--- src/rtl/rand_arbiter.sv ---
// Two-requester arbiter gated by an external LFSR word: grants alternate on ties,
// each grant is followed by a fixed idle gap, and an all-zero LFSR word is flagged sticky.
module rand_arbiter #(
  parameter int unsigned GAP = 4
) (
  input  logic       clk,
  input  logic       rstn,
  input  logic [4:0] rnd_in,
  input  logic       run,
  input  logic [1:0] req,
  output logic [1:0] ack,
  output logic [4:0] rnd_out,
  output logic       busy,
  output logic [7:0] grant_cnt,
  output logic       lfsr_err
);

  typedef enum logic {
    S_IDLE = 1'b0,
    S_GAP  = 1'b1
  } state_t;

  localparam logic [3:0] GAP_LOAD = 4'(GAP - 1);

  state_t     r_state;
  logic [3:0] r_gap_cnt;
  logic       r_last;

  logic w_grant;
  logic w_winner;

  // Handshake: req is a level held until the matching ack pulse; ack is a
  // single-cycle registered pulse and rnd_out is valid from that cycle on.
  assign w_grant  = (r_state == S_IDLE) && run && (req != 2'b00) && (rnd_in != 5'd0);
  // On a tie the lane that did not win last time takes the grant.
  assign w_winner = (req == 2'b11) ? ~r_last : req[1];

  always_ff @(posedge clk or negedge rstn) begin
    if (!rstn) begin
      r_state   <= S_IDLE;
      r_gap_cnt <= 4'd0;
      r_last    <= 1'b1;
      ack       <= 2'b00;
      rnd_out   <= 5'd0;
      busy      <= 1'b0;
      grant_cnt <= 8'd0;
      lfsr_err  <= 1'b0;
    end else begin
      ack <= 2'b00;
      if (rnd_in == 5'd0) begin
        lfsr_err <= 1'b1;
      end
      case (r_state)
        S_IDLE: begin
          if (w_grant) begin
            ack       <= w_winner ? 2'b10 : 2'b01;
            rnd_out   <= rnd_in;
            r_last    <= w_winner;
            r_gap_cnt <= GAP_LOAD;
            grant_cnt <= grant_cnt + 8'd1;
            r_state   <= S_GAP;
            busy      <= 1'b1;
          end
        end
        S_GAP: begin
          if (r_gap_cnt == 4'd0) begin
            r_state <= S_IDLE;
            busy    <= 1'b0;
          end else begin
            r_gap_cnt <= r_gap_cnt - 4'd1;
          end
        end
        default: begin
          r_state <= S_IDLE;
          busy    <= 1'b0;
        end
      endcase
    end
  end

endmodule

--- config.mk ---
export PLATFORM = sky130hd
export DESIGN_NAME = rand_arbiter
export DESIGN_NICKNAME = d
export VERILOG_FILES = /design/src/rtl/rand_arbiter.sv
export SDC_FILE = /design/constraint.sdc
export NUM_CORES = 1
export LEC_CHECK = 0
export BUFFER_PORTS_ARGS = -buffer_cell sky130_fd_sc_hd__buf_2
export CAP_MARGIN = 20
export CORE_MARGIN = 2
export CORE_UTILIZATION = 54
export CTS_CLUSTER_DIAMETER = 80
export DETAILED_ROUTE_END_ITERATION = 7
export PLACE_DENSITY = 0.91
export SKIP_LAST_GASP = 1
export SYNTH_ARGS = -nofsm -noshare
export SYNTH_HDL_FRONTEND = slang
export SYNTH_SLANG_ARGS = --single-unit
export TNS_END_PERCENT = 30
--- constraint.sdc ---
create_clock -name clk -period 2.4 [get_ports clk]
set_clock_uncertainty 0.1 [all_clocks]
set_input_delay 0.24 -clock clk [delete_from_list [all_inputs] [get_ports clk]]
set_output_delay 0.24 -clock clk [all_outputs]
set_load 0.05 [all_outputs]
==> results.sh, run 1 <==
export IMPL_worst_slack_ns=0.4921
export IMPL_path_buf_inv=2
export IMPL_layout_commonest_cell="buf_2"
export IMPL_cts_tree="yes"
export IMPL_worstSetupStartpointType="flop"
export IMPL_min_path_type="primary input to flop"
export IMPL_post_place_ws_ns=0.4067
export IMPL_synth_top_cell_area_share_pct=53.59
export IMPL_crit_end="r_gap_cnt[3]"
export IMPL_seq_power_share_pct=41.2
export IMPL_ir_drop_mv=0.9063
export IMPL_synth_top_area_cell="dfrtp_1"
export IMPL_rows=15
export IMPL_clk_latency_ns=0.30
export IMPL_period_needed_ns=1.908
export IMPL_cts_buffers=3
export IMPL_power_density_mw_per_mm2=1302
export IMPL_ys_flop_type="dfrtp_1"
export IMPL_area_delta_synth_final_pct=18.88
export IMPL_p_leak_nw=0.6171
export IMPL_clock_power_share_pct=10.7
export IMPL_cts_sinks=23
export IMPL_grt_max_degree=24
export IMPL_worstPathArrival_ns=2.01
export IMPL_synth_avg_cell_area_um2=11.81
export IMPL_synth_edf_count=0
export IMPL_r2r_end="r_gap_cnt[3]"
export IMPL_final_cell_mix="26 x buf_2, 22 x dfrtp_1, 6 x nor2_1, 6 x xor2_1"
export IMPL_critPathMaxStageDelay_ns=0.45
export IMPL_comb_power_share_pct=48.1
export IMPL_initial_core_util_pct=58.23
export IMPL_reg2reg_slack_ns=0.49
export IMPL_critical_path_class="flop to flop"
export IMPL_status="completed"
export IMPL_core_area_mm2=0.001764
export IMPL_ff2ff_path_depth=5
export IMPL_drive_above_1_share_pct=29.06
export IMPL_crit_required_ns=2.50
export IMPL_wire_per_inst_um=13.32
export IMPL_grt_overflow=0
export IMPL_ant_nets=0
export IMPL_tightest_slew_ns=0.7629
export IMPL_crit_path_end_kind="flop"
export IMPL_routed_wirelength_mm=1.892
export IMPL_rsz0062_at_grt="false"
export IMPL_p_int_uw=828.9
export IMPL_root_buffer="clkbuf_4"
export IMPL_cp_startpoint="r_state"
export IMPL_dieArea_mm2=0.002267
export IMPL_ys_seq_area_share_pct=56.15
export IMPL_drc=0
export IMPL_die_x_um=47.62
export IMPL_cp_depth=5
export IMPL_cp_top_family="compound AO/OA/AOI/OAI gates"
export IMPL_synth_cell_area_mm2=0.001027
export IMPL_antenna_found_initial=0
export IMPL_port_buffers=26
export IMPL_fill_cells=163
export IMPL_htree_levels=1
export IMPL_hold_viol=0
export IMPL_placed_area_mm2=0.001185
export IMPL_max_slew_margin_pct=48.92
export IMPL_syn_inst=87
export IMPL_r2r_start="r_state"
export IMPL_max_cap_violations=0
export IMPL_ctsLongestPathBuffers=2
export IMPL_yosysWarningCount=0
export IMPL_syn_num_nets=100
export IMPL_cts_setup_buffers=0
export IMPL_drtIter0Drc=9
export IMPL_finalNetCount=131
export IMPL_dr_pass1_iters=4
export IMPL_gp_congestion=0.8104
export IMPL_cp_max_fo=11
export IMPL_gr_usage_all_layers_pct=19.03
export IMPL_finalInstanceArea_mm2=0.001221
export IMPL_clock_fmax_mhz=524.1
export IMPL_slew_violations=0
export IMPL_synthArstFlopShare_pct=100.0
export IMPL_first_global_vias=703
export IMPL_critPathSlowestCell="dfrtp_1"
export IMPL_synth_area_leaders="dfrtp_1 54%, mux2_1 5.5%, xor2_1 5.1%, ha_1 3.7%, dfstp_2 2.6%"
export IMPL_finalSetupTns_ns=0
export IMPL_dpl_hpwl_mm=1.441
export IMPL_p_switching_uw=761.5
export IMPL_switching_share_pct=47.88
export IMPL_path_cells="inv_2 -> o211ai_1 -> or2_1 -> buf_4 -> a31o_1"
export IMPL_path_clk_slew_ns=0.12
export IMPL_grt_pass1_wl_mm=2.953
export IMPL_setup_violations=0
export IMPL_vias_per_cell=5.310
export IMPL_ys_ff_latch=23
export IMPL_ys_types=33
export IMPL_diodes=0
export IMPL_die_h_um=47.62
export IMPL_num_vias=754
export IMPL_min_period_over_period_pct=79.50
export IMPL_io_pins=27
-- stage by stage --
step,hold WS [ns],power (mW),utilization [%],instances
after floorplan,-0.1556,1.240,-,87
after global placement,0.1256,1.400,67.16,137
after detailed placement,0.1331,1.431,67.16,137
after CTS,0.06726,1.602,69.22,142
after global routing,0.07972,1.684,69.22,142
final,0.07165,1.590,69.22,142
-- metal layers --
layer / part of all wire [%] / GRT usage (%) / vias to the layer above / routed length (um)
li1: - / - / 364 / -
met1: 43 / 22.33 / 367 / 820
met2: 52 / 34.59 / 21 / 991
met3: 3.6 / 2.642 / 2 / 68
met4: 0.63 / 8.108 / 0 / 12
met5: 0 / 0 / - / 0
-- state kept, by name, summed over array words and instances, names as in the netlist --
signal	flops
grant_cnt	8
r_state	1
r_gap_cnt	4
r_last	1
lfsr_err	1
rnd_out	5
ack	2
busy	1
-- area by class of cell --
class                           instances  area (um^2)  area share (%)
Clock buffer                            4        26.28           2.152
Inverter                                5        18.77           1.537
Multi-Input combinational cell         57        420.4           34.43
Sequential cell                        23        576.8           47.23
Tap cell                               25        31.28           2.561
Timing Repair Buffer                   28        147.6           12.09
-- worst reg2reg max path, stage by stage (launching register included) --
cell	delay (ns)
dfrtp_1	0.45
inv_2	0.12
o211ai_1	0.31
or2_1	0.44
buf_4	0.19
a31o_1	0.21
-- power by group through the flow --
stage | Sequential (mW) | Combinational (mW) | Clock, mW
2_1_floorplan | 0.975 | 0.265 | 0
3_3_place_gp | 0.654 | 0.747 | 0
3_5_place_dp | 0.663 | 0.768 | 0
4_1_cts | 0.655 | 0.772 | 0.176
5_1_grt | 0.675 | 0.825 | 0.184
6_report | 0.655 | 0.766 | 0.170
-- cell usage after synthesis, drive strengths merged (2+ instances only) --
cell / n
ha: 3
o2bb2ai: 2
dfrtp: 22
nand3: 5
nor2: 7
inv: 5
or2: 2
xor2: 6
nor4: 2
o211ai: 2
mux2: 5
nor3b: 2
nand2: 3
nor3: 4
-- cell families (layout without fill, tap and decap cells) --
group / after synthesis / after routing / synth area share [%]
DFF: 23 / 23 / 56.15
muxes: 6 / 6 / 6.455
and+or+nand+nor: 31 / 31 / 17.17
xor gates and xnor gates: 7 / 7 / 5.968
AOI/OAI and AO/OA: 10 / 10 / 7.674
buffers and inverters: 7 / 37 / 2.922
adders and majority gates: 3 / 3 / 3.654
-- timing repair --
action                    CTS  global route
gates resized for setup     0             0
hold endpoints to repair   22             0
hold buffers                1             0
-- worst min path at each step --
stage / start / end / slack (ns) / cells past startpoint
6_report: rnd_in[4] / rnd_out[4] / 0.07 / 3
5_1_grt: rnd_in[0] / rnd_out[0] / 0.08 / 2
4_1_cts: rnd_in[4] / rnd_out[4] / 0.07 / 3
3_5_place_dp: rstn / rnd_out[3] / 0.13 / 1
3_3_place_gp: rstn / grant_cnt[3] / 0.13 / 1
2_1_floorplan: rstn / ack[0] / -0.16 / 0
Power figures use the tool's default switching activity.
==> inputs of run 2 (changes only) <==
Settings changed: ABC_AREA from default to 1, CORE_UTILIZATION 54 to 46, PLACE_DENSITY 0.91 to 0.83.
Clock period 2.4 ns to 1.7 ns, I/O delays scaled along.
==> results.sh, run 2 <==
export IMPL_slew_violations=0
export IMPL_p_leak_nw=0.7581
export IMPL_min_period_over_period_pct=96.90
export IMPL_setup_violations=0
export IMPL_layout_commonest_cell="nand2_1"
export IMPL_die_h_um=53.40
export IMPL_power_density_mw_per_mm2=1765
export IMPL_min_path_type="primary input to flop"
export IMPL_crit_path_end_kind="flop"
export IMPL_rows=17
export IMPL_r2r_start="r_state"
export IMPL_synth_area_leaders="dfrtp_1 49%, nand2_1 18%, nor2_1 6.0%, inv_1 4.0%, nand3_1 3.6%"
export IMPL_cts_sinks=23
export IMPL_crit_required_ns=1.81
export IMPL_synthArstFlopShare_pct=100.0
export IMPL_grt_overflow=0
export IMPL_diodes=0
export IMPL_max_slew_margin_pct=66.11
export IMPL_cts_tree="yes"
export IMPL_cp_max_fo=11
export IMPL_drtIter0Drc=20
export IMPL_synth_top_area_cell="dfrtp_1"
export IMPL_dpl_hpwl_mm=1.684
export IMPL_synthTopCellsByCount="55 x nand2_1, 22 x dfrtp_1, 18 x nor2_1"
export IMPL_period_needed_ns=1.647
export IMPL_r2r_end="grant_cnt[4]"
export IMPL_synth_avg_cell_area_um2=8.074
export IMPL_dieArea_mm2=0.002851
export IMPL_finalNetCount=187
export IMPL_gp_congestion=0.7921
export IMPL_antenna_found_initial=0
export IMPL_power_mw=2.388
export IMPL_core_area_mm2=0.002255
export IMPL_max_cap_violations=0
export IMPL_final_core_util_pct=59.99
export IMPL_ys_ff_latch=23
export IMPL_synth_most_common_cell="nand2_1"
export IMPL_top_register="grant_cnt"
export IMPL_ff2ff_path_depth=7
export IMPL_drc=0
export IMPL_ys_seq_area_share_pct=51.39
export IMPL_path_clk_slew_ns=0.12
export IMPL_ant_nets=0
export IMPL_vias_per_cell=4.881
export IMPL_grt_pass1_wl_mm=3.850
export IMPL_tightest_slew_ns=0.5084
export IMPL_clock_fmax_mhz=607.1
export IMPL_num_vias=981
export IMPL_area_delta_synth_final_pct=20.51
export IMPL_hold_viol=0
export IMPL_gr_usage_all_layers_pct=18.96
export IMPL_cts_buffers=3
export IMPL_post_place_ws_ns=0.2341
export IMPL_synth_top_cell_area_share_pct=49.05
export IMPL_ys_types=16
export IMPL_biggestRegsByFlops="grant_cnt x8, rnd_out x5, r_gap_cnt x4"
export IMPL_syn_inst=139
export IMPL_io_pins=27
export IMPL_ir_drop_mv=0.9800
export IMPL_die_x_um=53.40
export IMPL_status="completed"
export IMPL_cts_setup_buffers=0
export IMPL_ys_flop_type="dfrtp_1"
export IMPL_worst_slack_ns=0.05273
export IMPL_root_buffer="clkbuf_4"
export IMPL_largest_reg_flops=8
export IMPL_htree_levels=1
export IMPL_port_buffers=26
export IMPL_crit_end="r_gap_cnt[3]"
export IMPL_first_global_vias=911
export IMPL_reg2reg_slack_ns=0.22
export IMPL_initial_core_util_pct=49.78
export IMPL_drive_above_1_share_pct=20.81
export IMPL_grt_max_degree=24
export IMPL_yosysWarningCount=0
export IMPL_syn_num_nets=152
export IMPL_routed_wirelength_mm=2.316
export IMPL_worstPathArrival_ns=1.76
export IMPL_clk_latency_ns=0.30
export IMPL_synth_edf_count=0
export IMPL_ctsLongestPathBuffers=2
export IMPL_cp_startpoint="rnd_in[1]"
export IMPL_dr_pass1_iters=4
export IMPL_wire_per_inst_um=11.52
export IMPL_final_cell_mix="55 x nand2_1, 26 x buf_2, 22 x dfrtp_1"
export IMPL_synth_cell_area_mm2=0.001122
export IMPL_worstSetupStartpointType="primary input"
export IMPL_critical_path_class="primary input to flop"
==> run 2: metal layers <==
| layer | track usage [%] | up-vias | routed length (um) |
|---|---|---|---|
| li1 | - | 494 | - |
| met1 | 23.02 | 466 | 980 |
| met2 | 32.72 | 17 | 1220 |
| met3 | 2.825 | 4 | 81 |
| met4 | 8.547 | 0 | 34 |
| met5 | 0 | - | 0 |
==> run 2: worst max-delay path, cell delays in order <==
cell and delay, ns:
dlygate4sd3_1 0.53, buf_2 0.13, nor2_1 0.13, nand3_1 0.20, nand2_4 0.17, buf_4 0.20, nand2_2 0.10, nand2_1 0.08
nand2_1 0.05
==> run 2: how the worst min path moves through the flow <==
stage	startpoint	end	slack, ns	depth (start not counted)
global route	req[0]	ack[1]	0.05	4
finish	req[0]	ack[1]	0.03	4
detailed placement	rstn	grant_cnt[4]	0.07	1
floorplan	rstn	ack[0]	-0.23	0
global placement	rstn	grant_cnt[3]	0.06	1
CTS	req[0]	ack[1]	0.02	4
==> run 2: metrics by stage <==
stage	cell area [um^2]	setup TNS [ns]	cells	hold WS (ns)
finish	1353	0	201	0.02997
global route	1353	-0.007773	201	0.05140
CTS	1348	0	201	0.01953
detailed placement	1261	0	191	0.06503
global placement	1261	0	191	0.05939
floorplan	1122	0	139	-0.2256
==> run 2: final cells by class <==
cell class	count	area [um^2]
inverter	13	48.80
tap	28	35.03
clock buffer	4	26.28
multi-input combinational	100	467.9
fill	199	902.1
sequential	23	576.8
timing repair buffer	33	197.7
==> run 2: kinds of logic (layout without fill, tap and decap cells) <==
kind of cell             Yosys count  count (layout)  synth area share [%]
AO/OA/AOI/OAI                      5               5                 2.229
XOR/XNOR                           4               4                 3.122
adder cells (fa/ha/maj)            3               3                 3.345
buffers and inverters             16              50                 7.357
flip-flops                        23              23                 51.39
AND/OR/NAND/NOR                   88              88                 32.55
==> run 2: what timing repair did <==
item,4_1_cts,5_1_grt
endpoints found under the hold margin,27,0
hold buffers,6,0
setup endpoints to repair,0,6
resized for setup,0,1
==> run 2: power breakdown <==
part | switching, mW | internal, mW | leakage (nW)
Combinational | 0.899 | 0.335 | 0.457
Sequential | 0.159 | 0.751 | 0.286
Clock | 0.151 | 0.0915 | 0.0150
==> inputs of run 3 (changes only) <==
Settings changed: CELL_PAD_IN_SITES_DETAIL_PLACEMENT from default to 0, CELL_PAD_IN_SITES_GLOBAL_PLACEMENT from default to 2, CORE_ASPECT_RATIO from default to 2, CORE_UTILIZATION 46 to 26, PLACE_DENSITY 0.83 to 0.82.
Clock period 1.7 ns to 1.4 ns, I/O delays scaled along.
==> results.sh, run 3 (synthesis gave the netlist of run 2 again) <==
export IMPL_status="completed"
export IMPL_switching_share_pct=48.80
export IMPL_cts_sinks=23
export IMPL_clk_latency_ns=0.26
export IMPL_multi_input_area_um2=470.5
export IMPL_reg2reg_slack_ns=0.09
export IMPL_dieArea_mm2=0.004890
export IMPL_gp_congestion=0.7784
export IMPL_antenna_found_initial=0
export IMPL_cp_max_fo=4
export IMPL_p_leak_nw=0.7873
export IMPL_first_global_vias=1013
export IMPL_ir_drop_mv=0.9260
export IMPL_gr_usage_all_layers_pct=11.11
export IMPL_layout_commonest_cell="nand2_1"
export IMPL_min_path_type="primary input to flop"
export IMPL_hold_viol=0
export IMPL_whs_path_depth=3
export IMPL_r2r_start="grant_cnt[0]"
export IMPL_dr_pass1_iters=6
export IMPL_io_pins=27
export IMPL_ctsLongestPathBuffers=2
export IMPL_drtIter0Drc=21
export IMPL_rsz0062_at_grt="false"
export IMPL_core_area_mm2=0.004129
export IMPL_dpl_hpwl_mm=1.995
export IMPL_htree_levels=1
export IMPL_clock_power_share_pct=13.4
export IMPL_min_to="ack[1]"
export IMPL_grt_max_degree=24
export IMPL_min_period_over_period_pct=93.40
export IMPL_tightest_slew_ns=0.5251
export IMPL_cts_buffers=3
export IMPL_worstPathArrival_ns=1.35
export IMPL_cts_setup_buffers=0
export IMPL_root_buffer="clkbuf_8"
export IMPL_port_buffers=26
export IMPL_die_x_um=50.46
export IMPL_final_cell_mix="54 x nand2_1, 26 x buf_2, 20 x dfrtp_1"
export IMPL_cts_tree="yes"
export IMPL_drive_above_1_share_pct=25.99
export IMPL_power_density_mw_per_mm2=2136
export IMPL_num_vias=993
export IMPL_grt_pass1_wl_mm=4.284
export IMPL_finalHoldWorstSlack_ns=0.02637
export IMPL_rows=33
export IMPL_routed_wirelength_mm=2.512
export IMPL_wire_per_inst_um=10.97
export IMPL_seq_power_share_pct=35.5
export IMPL_area_delta_synth_final_pct=28.99
export IMPL_die_h_um=96.92
export IMPL_period_needed_ns=1.308
export IMPL_power_mw=3.092
export IMPL_vias_per_cell=4.336
export IMPL_crit_required_ns=1.44
export IMPL_max_slew_margin_pct=64.99
export IMPL_comb_power_share_pct=51.1
export IMPL_p_switching_mw=1.509
export IMPL_drc=0
export IMPL_diodes=0
export IMPL_grt_overflow=0
export IMPL_critical_path_class="flop to flop"
export IMPL_fill_cells=462
export IMPL_worstSetupStartpointType="flop"
export IMPL_ff2ff_path_depth=7
export IMPL_hp_start="req[1]"
export IMPL_ant_nets=0
export IMPL_biggestRegsByFlops="grant_cnt x8, rnd_out x5, r_gap_cnt x4"
export IMPL_initial_core_util_pct=27.18
export IMPL_max_cap_violations=0
export IMPL_clock_fmax_mhz=764.8
export IMPL_p_int_mw=1.583
export IMPL_r2r_end="grant_cnt[4]"
export IMPL_setup_violations=0
export IMPL_layout_area_seq_um2=579.3
export IMPL_crit_path_end_kind="flop"
export IMPL_path_clk_slew_ns=0.08
export IMPL_finalNetCount=191
export IMPL_largest_reg_flops=8
export IMPL_slew_violations=0
export IMPL_top_register="grant_cnt"
run 3: per-layer routing:
| layer | track usage [%] | share of wire, % |
|---|---|---|
| met1 | 10.96 | 37 |
| met3 | 1.698 | 3.5 |
| met2 | 21.66 | 59 |
| met4 | 4.366 | 1.2 |
| met5 | 0 | 0 |
run 3: area by class of cell:
type | instances | share of cell area [%]
flip-flops and latches | 23 | 40.02
clock inverters | 1 | 0.3457
inverters | 13 | 3.371
well taps | 52 | 4.494
multi-input cells | 100 | 32.50
clock buffers | 3 | 2.852
repair buffers | 37 | 16.42
run 3: metrics by stage:
step	area [um^2]	setup WS (ns)	setup TNS (ns)	std cells	utilization (%)
final	1448	0.09241	0	229	35.06
after detailed placement	1344	0.08534	0	220	32.55
after global routing	1448	0.01603	0	229	35.06
after CTS	1440	0.06396	0	229	34.88
after global placement	1344	0.1060	0	220	32.55
after floorplan	1125	-0.03215	-0.05406	139	-
run 3: timing repair:
item / 4_1_cts / 5_1_grt
endpoints found under the hold margin: 26 / 0
resized for setup: 0 / 3
setup endpoints to repair: 0 / 8
hold buffers: 5 / 0
run 3: power by group through the flow:
stage	combinational, mW	clock, mW	sequential [mW]
after floorplan	0.629	0	1.65
after global placement	1.55	0	1.10
after detailed placement	1.58	0	1.12
after CTS	1.59	0.439	1.10
after global routing	1.74	0.474	1.14
final	1.58	0.416	1.10
run 3: how the worst max path moves through the flow:
stage          cells after the start          from      endpoint
2_1_floorplan                      5  grant_cnt[2]  grant_cnt[5]
3_3_place_gp                       7       r_state  grant_cnt[3]
3_5_place_dp                       8       r_state        r_last
4_1_cts                            8       r_state        r_last
5_1_grt                            7       r_state        r_last
6_report                           7  grant_cnt[0]  grant_cnt[4]
run 3: critical path, cell delays in order (launching register included):
cell and delay [ns]:
dfrtp_2 0.44, ha_1 0.22, nand2_1 0.08, inv_1 0.07, nand3_1 0.07, nand2_1 0.06
nand2_1 0.06, o21ai_0 0.08
